## src/rtl/calc_entry_ctrl_if.sv

```systemverilog
// Keypad-to-calculator entry bus: raw key strobes in, sequencer state and
// BCD operands out. The master is the keypad/arithmetic side, the slave the controller.
interface calc_entry_ctrl_if #(
  parameter int DIGITS = 4
) ();
  localparam int CNT_W = $clog2(DIGITS + 1);

  logic [3:0]          key;
  logic                key_valid;
  logic [1:0]          state;
  logic [4*DIGITS-1:0] operand_a;
  logic [4*DIGITS-1:0] operand_b;
  logic [1:0]          op;
  logic                calc_start;
  logic [CNT_W-1:0]    digit_count;
  logic                digit_overflow;
  logic                disp_sel;

  modport master (
    output key, key_valid,
    input  state, operand_a, operand_b, op, calc_start,
    input  digit_count, digit_overflow, disp_sel
  );

  modport slave (
    input  key, key_valid,
    output state, operand_a, operand_b, op, calc_start,
    output digit_count, digit_overflow, disp_sel
  );
endinterface

```

## src/rtl/calc_entry_ctrl.sv

```systemverilog
// Keypad entry sequencer for the calculator: builds two BCD operands and an
// operator from hex key codes and pulses calc_start on equals.
module calc_entry_ctrl #(
  parameter int DIGITS = 4
) (
  input  logic              clk,
  input  logic              rst,
  calc_entry_ctrl_if.slave  bus
);
  localparam int W     = 4 * DIGITS;
  localparam int CNT_W = $clog2(DIGITS + 1);

  localparam logic [3:0] KEY_EQ = 4'hD;
  localparam logic [3:0] KEY_CE = 4'hE;
  localparam logic [3:0] KEY_CA = 4'hF;

  typedef enum logic [1:0] {
    ST_IDLE  = 2'b00,
    ST_ENT_A = 2'b01,
    ST_OP    = 2'b10,
    ST_ENT_B = 2'b11
  } state_t;

  state_t           state_r;
  logic [W-1:0]     operand_a_r;
  logic [W-1:0]     operand_b_r;
  logic [1:0]       op_r;
  logic             calc_start_r;
  logic [CNT_W-1:0] digit_count_r;
  logic             digit_overflow_r;
  logic             disp_sel_r;

  logic             is_digit_s;
  logic             is_op_s;
  logic [1:0]       op_code_s;
  logic [W-1:0]     digit_ext_s;
  logic [W-1:0]     cur_opnd_s;
  logic [W-1:0]     entry_val_s;
  logic [CNT_W-1:0] entry_cnt_s;
  logic             entry_full_s;

  // Append one BCD digit at the least significant end; the top digit falls off.
  function automatic logic [W-1:0] shift_in(input logic [W-1:0] v, input logic [3:0] d);
    logic [W+3:0] t;
    t = {v, d};
    return t[W-1:0];
  endfunction

  // Number of significant digits in an operand; a zero operand still counts as one digit.
  function automatic logic [CNT_W-1:0] digit_len(input logic [W-1:0] v);
    logic [CNT_W-1:0] n;
    n = CNT_W'(1);
    for (int i = 0; i < DIGITS; i++) begin
      if (v[4*i +: 4] != 4'h0) begin
        n = CNT_W'(i + 1);
      end else begin
        n = n;
      end
    end
    return n;
  endfunction

  // Key decode and the candidate result of entering a digit into the active operand.
  always_comb begin
    is_digit_s   = (bus.key <= 4'd9);
    is_op_s      = (bus.key >= 4'hA) && (bus.key <= 4'hC);
    op_code_s    = bus.key[1:0] + 2'd2;   // A->00, B->01, C->10
    digit_ext_s  = W'(bus.key);
    cur_opnd_s   = (state_r == ST_ENT_B) ? operand_b_r : operand_a_r;
    entry_val_s  = cur_opnd_s;
    entry_cnt_s  = digit_count_r;
    entry_full_s = 1'b0;
    if ((digit_count_r == CNT_W'(1)) && (cur_opnd_s == {W{1'b0}})) begin
      entry_val_s = digit_ext_s;
    end else if (digit_count_r == CNT_W'(DIGITS)) begin
      entry_full_s = 1'b1;
    end else begin
      entry_val_s = shift_in(cur_opnd_s, bus.key);
      entry_cnt_s = digit_count_r + CNT_W'(1);
    end
  end

  // Operand/operator sequencer with registered outputs and one-cycle pulses.
  always_ff @(posedge clk) begin
    if (rst) begin
      state_r          <= ST_IDLE;
      operand_a_r      <= {W{1'b0}};
      operand_b_r      <= {W{1'b0}};
      op_r             <= 2'b00;
      calc_start_r     <= 1'b0;
      digit_count_r    <= {CNT_W{1'b0}};
      digit_overflow_r <= 1'b0;
      disp_sel_r       <= 1'b0;
    end else begin
      calc_start_r     <= 1'b0;
      digit_overflow_r <= 1'b0;
      if (!bus.key_valid) begin
        state_r <= state_r;
      end else if (bus.key == KEY_CA) begin
        state_r       <= ST_IDLE;
        operand_a_r   <= {W{1'b0}};
        operand_b_r   <= {W{1'b0}};
        op_r          <= 2'b00;
        digit_count_r <= {CNT_W{1'b0}};
        disp_sel_r    <= 1'b0;
      end else begin
        case (state_r)
          ST_IDLE: begin
            if (is_digit_s) begin
              operand_a_r   <= digit_ext_s;
              operand_b_r   <= {W{1'b0}};
              op_r          <= 2'b00;
              digit_count_r <= CNT_W'(1);
              state_r       <= ST_ENT_A;
            end else begin
              state_r <= ST_IDLE;
            end
          end
          ST_ENT_A: begin
            if (is_digit_s) begin
              operand_a_r      <= entry_val_s;
              digit_count_r    <= entry_cnt_s;
              digit_overflow_r <= entry_full_s;
            end else if (is_op_s) begin
              op_r          <= op_code_s;
              digit_count_r <= {CNT_W{1'b0}};
              state_r       <= ST_OP;
            end else if (bus.key == KEY_CE) begin
              operand_a_r   <= {W{1'b0}};
              digit_count_r <= {CNT_W{1'b0}};
              state_r       <= ST_IDLE;
            end else begin
              state_r <= ST_ENT_A;
            end
          end
          ST_OP: begin
            if (is_digit_s) begin
              operand_b_r   <= digit_ext_s;
              digit_count_r <= CNT_W'(1);
              disp_sel_r    <= 1'b1;
              state_r       <= ST_ENT_B;
            end else if (is_op_s) begin
              op_r <= op_code_s;
            end else if (bus.key == KEY_CE) begin
              // Back to editing A: count reflects the digits A already holds.
              digit_count_r <= digit_len(operand_a_r);
              state_r       <= ST_ENT_A;
            end else begin
              state_r <= ST_OP;
            end
          end
          ST_ENT_B: begin
            if (is_digit_s) begin
              operand_b_r      <= entry_val_s;
              digit_count_r    <= entry_cnt_s;
              digit_overflow_r <= entry_full_s;
            end else if (bus.key == KEY_EQ) begin
              calc_start_r  <= 1'b1;
              digit_count_r <= {CNT_W{1'b0}};
              disp_sel_r    <= 1'b0;
              state_r       <= ST_IDLE;
            end else if (bus.key == KEY_CE) begin
              operand_b_r   <= {W{1'b0}};
              digit_count_r <= {CNT_W{1'b0}};
              disp_sel_r    <= 1'b0;
              state_r       <= ST_OP;
            end else begin
              state_r <= ST_ENT_B;
            end
          end
          default: begin
            state_r       <= ST_IDLE;
            operand_a_r   <= {W{1'b0}};
            operand_b_r   <= {W{1'b0}};
            op_r          <= 2'b00;
            digit_count_r <= {CNT_W{1'b0}};
            disp_sel_r    <= 1'b0;
          end
        endcase
      end
    end
  end

  assign bus.state          = state_r;
  assign bus.operand_a      = operand_a_r;
  assign bus.operand_b      = operand_b_r;
  assign bus.op             = op_r;
  assign bus.calc_start     = calc_start_r;
  assign bus.digit_count    = digit_count_r;
  assign bus.digit_overflow = digit_overflow_r;
  assign bus.disp_sel       = disp_sel_r;
endmodule

```

## src/flat_wrapper.sv

```systemverilog
// flat-port wrapper written by rule: the top's interface ports become plain ports
module calc_entry_ctrl_flat 
#(
  parameter int DIGITS = 4
)
  (clk, rst, bus_key, bus_key_valid, bus_state, bus_operand_a, bus_operand_b, bus_op, bus_calc_start, bus_digit_count, bus_digit_overflow, bus_disp_sel);
  calc_entry_ctrl_if #(.DIGITS(DIGITS)) bus_i ();
  input  logic clk;
  input  logic rst;
  input wire logic [$bits(bus_i.key)-1:0] bus_key;
  input wire logic [$bits(bus_i.key_valid)-1:0] bus_key_valid;
  output wire logic [$bits(bus_i.state)-1:0] bus_state;
  output wire logic [$bits(bus_i.operand_a)-1:0] bus_operand_a;
  output wire logic [$bits(bus_i.operand_b)-1:0] bus_operand_b;
  output wire logic [$bits(bus_i.op)-1:0] bus_op;
  output wire logic [$bits(bus_i.calc_start)-1:0] bus_calc_start;
  output wire logic [$bits(bus_i.digit_count)-1:0] bus_digit_count;
  output wire logic [$bits(bus_i.digit_overflow)-1:0] bus_digit_overflow;
  output wire logic [$bits(bus_i.disp_sel)-1:0] bus_disp_sel;
  assign bus_i.key = bus_key;
  assign bus_i.key_valid = bus_key_valid;
  assign bus_state = bus_i.state;
  assign bus_operand_a = bus_i.operand_a;
  assign bus_operand_b = bus_i.operand_b;
  assign bus_op = bus_i.op;
  assign bus_calc_start = bus_i.calc_start;
  assign bus_digit_count = bus_i.digit_count;
  assign bus_digit_overflow = bus_i.digit_overflow;
  assign bus_disp_sel = bus_i.disp_sel;
  calc_entry_ctrl #(.DIGITS(DIGITS)) u_core (.clk(clk), .rst(rst), .bus(bus_i));
endmodule
```

## config.mk

```make
export PLATFORM = sky130hd
export DESIGN_NAME = calc_entry_ctrl_flat
export DESIGN_NICKNAME = d
export VERILOG_FILES = /design/src/rtl/calc_entry_ctrl_if.sv /design/src/rtl/calc_entry_ctrl.sv /design/src/flat_wrapper.sv
export SDC_FILE = /design/constraint.sdc
export NUM_CORES = 1
export LEC_CHECK = 0
export CORE_ASPECT_RATIO = 0.75
export CORE_UTILIZATION = 49
export CTS_CLUSTER_SIZE = 14
export DETAILED_ROUTE_END_ITERATION = 8
export HOLD_SLACK_MARGIN = 0.03
export PLACE_DENSITY = 0.78
export SETUP_SLACK_MARGIN = 0.02
export SLEW_MARGIN = 5
export SYNTH_ARGS = -nofsm -noshare
export SYNTH_HDL_FRONTEND = slang
export SYNTH_SLANG_ARGS = --single-unit
```

## constraint.sdc

```tcl
create_clock -name clk -period 3.5 [get_ports clk]
set_clock_uncertainty 0.05 [all_clocks]
set_input_delay 0.7 -clock clk [delete_from_list [all_inputs] [get_ports clk]]
set_output_delay 0.7 -clock clk [all_outputs]
set_load 0.02 [all_outputs]
```

# == After elaboration in Yosys (flattened, before gate mapping) ==
# Index checks and enable logic that the tools add are counted.
# classes
addsub,2
n_mul,0
div_mod_pow,0
order_cmp,3
eq_ne,21
n_shift,0
n_mux,55
bitwise_logic,4
reduce_logical,21
# ops
operator,n
two-way mux 16 bit,12
one-hot mux 16 bit (3 select lines),1
two-way mux 3 bit,13
one-hot mux 16 bit (2 select lines),1
two-way mux 2 bit,14
zero test 16 bit,1
"!= test 4 x 3 -> 1 bit, second input constant",4
nonzero test 4 bit,4
AND reduction 5 bit,3
"== test 4 bit, second input constant",3
one-hot mux 3 bit (4 select lines),1
two-way mux 1 bit,10
"!= test 3 x 1 -> 1 bit, second input constant",3
"!= test 3 bit, second input constant",3
nonzero test 3 bit,3
"less-or-equal comparator 4 bit, second input constant",2
"!= test 4 x 1 -> 1 bit, second input constant",2
one-hot mux 2 bit (4 select lines),1
AND reduction 4 bit,2
AND reduction 6 bit,1
OR reduction 6 bit,1
OR reduction 5 bit,1
"== test 2 bit, second input constant",2
">= comparator 4 bit, second input constant",1
12 further kinds,17
# word_totals
reg_bits,42
latchBits,0
ramBits,0
rom_bits,0
inputBits,7
n_memories,0

# == Depth between registers and ports, before layout ==
# logic_depth
depth_word,9
mapped_depth,10
depth_no_buf,8

# == Least setup slack after synthesis ==
# Ideal clock, no wire load.
# synth_path
path_kind,reg-to-reg
start,"reg u_core.state_r[1], in the netlist u_core.bus.state[1]"
end,"reg u_core.digit_count_r[2], in the netlist u_core.bus.digit_count[2]"
setup_time_ns,0.117
arrival_time_ns,2.215
slack_ns,1.117
path_stages_with_launch,9
path_buffers,1
synth_period_minus_slack_ns,2.383
path_cell_list,dfxtp_1 ha_1 buf_6 mux2_4 nor3b_2 nand4b_1 or3_4 a22o_1 a32o_1
# synth_between
elab_chain_len,8
elab_cells_between_ends,16
classes_between,eq/ne: 6; mux: 6; reduce/logical: 4
# synth_lines
item,line_no,rtl
start: declaration,calc_entry_ctrl.sv:24,state_t state_r;
start signal: assignment,calc_entry_ctrl.sv:98,state_r <= state_r;
== test 2 bit,"calc_entry_ctrl.sv:69, calc_entry_ctrl.sv:107",
two-way mux 16 bit,calc_entry_ctrl.sv:69,cur_opnd_s = (state_r == ST_ENT_B) ? operand_b_r : operand_a_r;
zero test 16 bit,calc_entry_ctrl.sv:73,if ((digit_count_r == CNT_W'(1)) && (cur_opnd_s == {W{1'b0}})) begin
logical AND 1 bit,calc_entry_ctrl.sv:73,
two-way mux 3 bit,calc_entry_ctrl.sv:73,
two-way mux 3 bit (on tied branches),"calc_entry_ctrl.sv:153, calc_entry_ctrl.sv:120",
one-hot mux 3 bit (4 select lines),calc_entry_ctrl.sv:107,case (state_r)
two-way mux 3 bit,calc_entry_ctrl.sv:99,end else if (bus.key == KEY_CA) begin
end signal: assignment,calc_entry_ctrl.sv:104,digit_count_r <= {CNT_W{1'b0}};
end signal: assignment,calc_entry_ctrl.sv:155,digit_count_r <= entry_cnt_s;
end signal: assignment,calc_entry_ctrl.sv:159,digit_count_r <= {CNT_W{1'b0}};
end: declaration,calc_entry_ctrl.sv:29,logic [CNT_W-1:0] digit_count_r;
# Several ways; a longest one is shown, not always the timed one.
# A chain may end at the register's enable or synchronous reset.

# == Final worst setup path ==
# layout_path
start,in bus_key[3]
end,"reg u_core.operand_b_r[1], in the netlist u_core.bus.operand_b[1]"
# layout_between
elab_chain_len,4
elab_cells_between_ends,13
classes_between,order compare: 1; eq/ne: 7; mux: 3; reduce/logical: 2
# layout_lines
item,line_no,rtl
start: declaration,flat_wrapper.sv:10,input wire logic [$bits(bus_i.key)-1:0] bus_key;
less-or-equal comparator 4 bit,calc_entry_ctrl.sv:65,is_digit_s = (bus.key <= 4'd9);
two-way mux 16 bit,calc_entry_ctrl.sv:153,if (is_digit_s) begin
one-hot mux 16 bit (3 select lines),calc_entry_ctrl.sv:107,
two-way mux 16 bit,calc_entry_ctrl.sv:99,
end signal: assignment,calc_entry_ctrl.sv:102,operand_b_r <= {W{1'b0}};
end signal: assignment,calc_entry_ctrl.sv:111,operand_b_r <= {W{1'b0}};
end signal: assignment,calc_entry_ctrl.sv:154,operand_b_r <= entry_val_s;
end: declaration,calc_entry_ctrl.sv:26,logic [W-1:0] operand_b_r;
# Several ways; a longest one is shown, not always the timed one.

==> metrics.csv <==
metric,value,unit
grt_pass1_wl,13500,µm
arrival,3120,ps
portBuffers,48,
htree_levels,2,
async_flop_share,0,%
avgRoutedWirePerCell,18.4,µm
timing.final.crit_share,85.2,%
synth_edf_count,0,
slew_viol_final,0,
row_count,22,
p_leak,1.20,nW
seq_area,841,µm²
worstSetupEndpointType,flop,
p_int,0.712,mW
grt_max_degree,38,
coreArea,5060,µm²
holdWs,427,ps
fin_setup_tns,0,ps
drc,0,
p_sw,0.294,mW
antenna_left,0,
cts_root_buf,clkbuf_8,
cts_tree,built,
hold_path_class,reg2reg,
area_delta_synth_final,23.8,%
wl,8320,µm
worstSetupPathType,in2reg,
viasPerCell,6.32,
power.share.clock,33.1,%
reg2reg_setup_slack,710,ps
post_cts_buffers,0,
fp.dieW,87.3,µm
finalHoldViolations,0,
start_kind,primary input,
ys.warnings.count,0,
seqPwrFrac,48.9,%
period_minus_slack,2980,ps
max_freq,335,MHz
nNetsFinal,395,
grt_pass1_vias,2586,
layout_commonest_cell,clkdlybuf4s50_1,
cts_buffers,5,
clk_pin_slew,80,ps
grt_overflow,0,
switching_share,29.3,%
place.gp.congestion,0.880,
cts_resized,0,
ys_ff_latch,42,
dieHeight,65.9,µm
start_util,52.7,%
grt_setup_unrepaired,false,
ir_drop,218,µV
comb_power_share,18.0,%
mostFrequentLayoutCells,"48 x clkdlybuf4s50_1, 45 x nor2_1, 42 x dfxtp_1, 26 x nand2_1, 22 x a21oi_1",
run_status,finished clean,
antenna_found_initial,0,
syn_nets,356,
cts.sinks,42,
clk_path_buf_depth,2,
drt_pass1_iterations,7,
dp_hpwl,5860,µm
p_per_area,304,nW/µm²
worst_pin_slew,727,ps
syn_avg_cell_area,7.83,µm²
ys_types,58,
drive_gt1_share,8.40,%
die_area,5750,µm²
synth_flop_cell,dfxtp_1,
fillerInstances,477,
critical_path_peak_fanout,18,
first_iter_violations,469,
grt_usage,30.4,%
crit_required,3630,ps
multiInputGateArea,1670,µm²
syn_inst,341,
slew_headroom,51.4,%
setup_viol,0,
diodes,0,
clk_latency,310,ps
yosysSeqAreaShare,31.5,%
maxCapViolCount,0,
route.vias.total,2865,
ios,49,
syn_area,2670,µm²
hold_buffers,0,
worst paths after layout:
| check | depth (start not counted) | start | to |
|---|---|---|---|
| hold / removal | 2 | u_core.bus.op[0]$_SDFFE_PP0P_ | u_core.bus.op[0]$_SDFFE_PP0P_ |
| hold reg to reg | 2 | u_core.bus.op[0]$_SDFFE_PP0P_ | u_core.bus.op[0]$_SDFFE_PP0P_ |
| setup / recovery | 7 | bus_key[3] | u_core.bus.operand_b[1]$_SDFFE_PP0P_ |
| setup reg to reg | 8 | u_core.bus.state[0]$_SDFFE_PP0P_ | u_core.bus.operand_b[1]$_SDFFE_PP0P_ |
power groups by stage:
stage / Clock, mW / Sequential [mW] / Combinational, mW
2_1_floorplan: 0 / 0.509 / 0.109
3_3_place_gp: 0 / 0.503 / 0.171
3_5_place_dp: 0 / 0.503 / 0.173
4_1_cts: 0.335 / 0.492 / 0.175
5_1_grt: 0.359 / 0.494 / 0.195
6_report: 0.333 / 0.492 / 0.181
worst max-delay path, stage by stage:
cell             delay [ps]
clkdlybuf4s50_1         700
nand2_1                 220
o31ai_1                 290
or3_1                   590
nor2_1                  190
a222oi_1                350
nor2_1                   70
kinds of logic (layout without fill, tap and decap cells):
group / count (synthesis) / in the layout / synth area share [%]
AND/OR/NAND/NOR: 133 / 133 / 25.0
buffers and inverters: 37 / 77 / 5.90
flip-flops: 42 / 42 / 31.5
multiplexers: 15 / 15 / 6.70
adder cells (fa/ha/maj): 8 / 8 / 3.75
AO/OA/AOI/OAI: 106 / 106 / 27.2
sequential cells by signal, summed over array words and instances, names as in the netlist:
signal / cells
u_core.bus.calc_start: 1
u_core.bus.op: 2
u_core.bus.state: 2
u_core.bus.operand_b: 16
u_core.bus.digit_count: 3
u_core.bus.disp_sel: 1
u_core.bus.operand_a: 16
u_core.bus.digit_overflow: 1
routing by layer:
| metal | global-route usage, % | vias to the layer above | routed length [µm] |
|---|---|---|---|
| met5 | 0 | - | 0 |
| met4 | 8.81 | 0 | 121 |
| met3 | 8.11 | 23 | 972 |
| met2 | 43.1 | 210 | 3410 |
| met1 | 44.5 | 1299 | 3810 |
| li1 | - | 1333 | - |
cells in the mapped netlist (all sizes together), types with 3 or more instances:
library cell,number,area [µm²]
nor2,45,169
dfxtp,42,841
nand2,26,97.6
a21oi,22,110
o21ai,19,98.9
a22oi,18,135
clkbuf,17,63.8
buf,12,63.8
mux2i,10,100
nand2b,10,62.6
o22ai,9,56.3
ha,8,100
inv,8,30.0
nor2b,7,43.8
nor3,7,35.0
nor4,7,43.8
a22o,6,52.6
nand3,6,30.0
a31oi,4,25.0
mux2,4,56.3
nor3b,4,35.0
a211oi,3,22.5
a222oi,3,30.0
a32o,3,30.0
and2,3,18.8
and3,3,18.8
nand3b,3,22.5
nand4,3,18.8
o21a,3,22.5
or3,3,23.8
cell type report:
cell class | instances | share of cell area (%)
clock buffer | 6 | 2.50
timing repair buffer | 61 | 17.5
clock inverter | 2 | 0.378
multi-input combinational | 262 | 50.6
sequential | 42 | 25.4
inverter | 8 | 0.908
tap | 72 | 2.72
through the flow:
| step | util, % | power (mW) | setup WS, ps | instances | cell area [µm²] |
|---|---|---|---|---|---|
| final | 65.3 | 1.01 | 517 | 453 | 3310 |
| after global routing | 65.3 | 1.05 | 281 | 453 | 3310 |
| after CTS | 65.3 | 1.00 | 569 | 453 | 3310 |
| after detailed placement | 63.4 | 0.676 | 304 | 445 | 3210 |
| after global placement | 63.4 | 0.674 | 421 | 445 | 3210 |
| after floorplan | - | 0.619 | 1120 | 341 | 2670 |
Power figures use the tool's default switching activity.
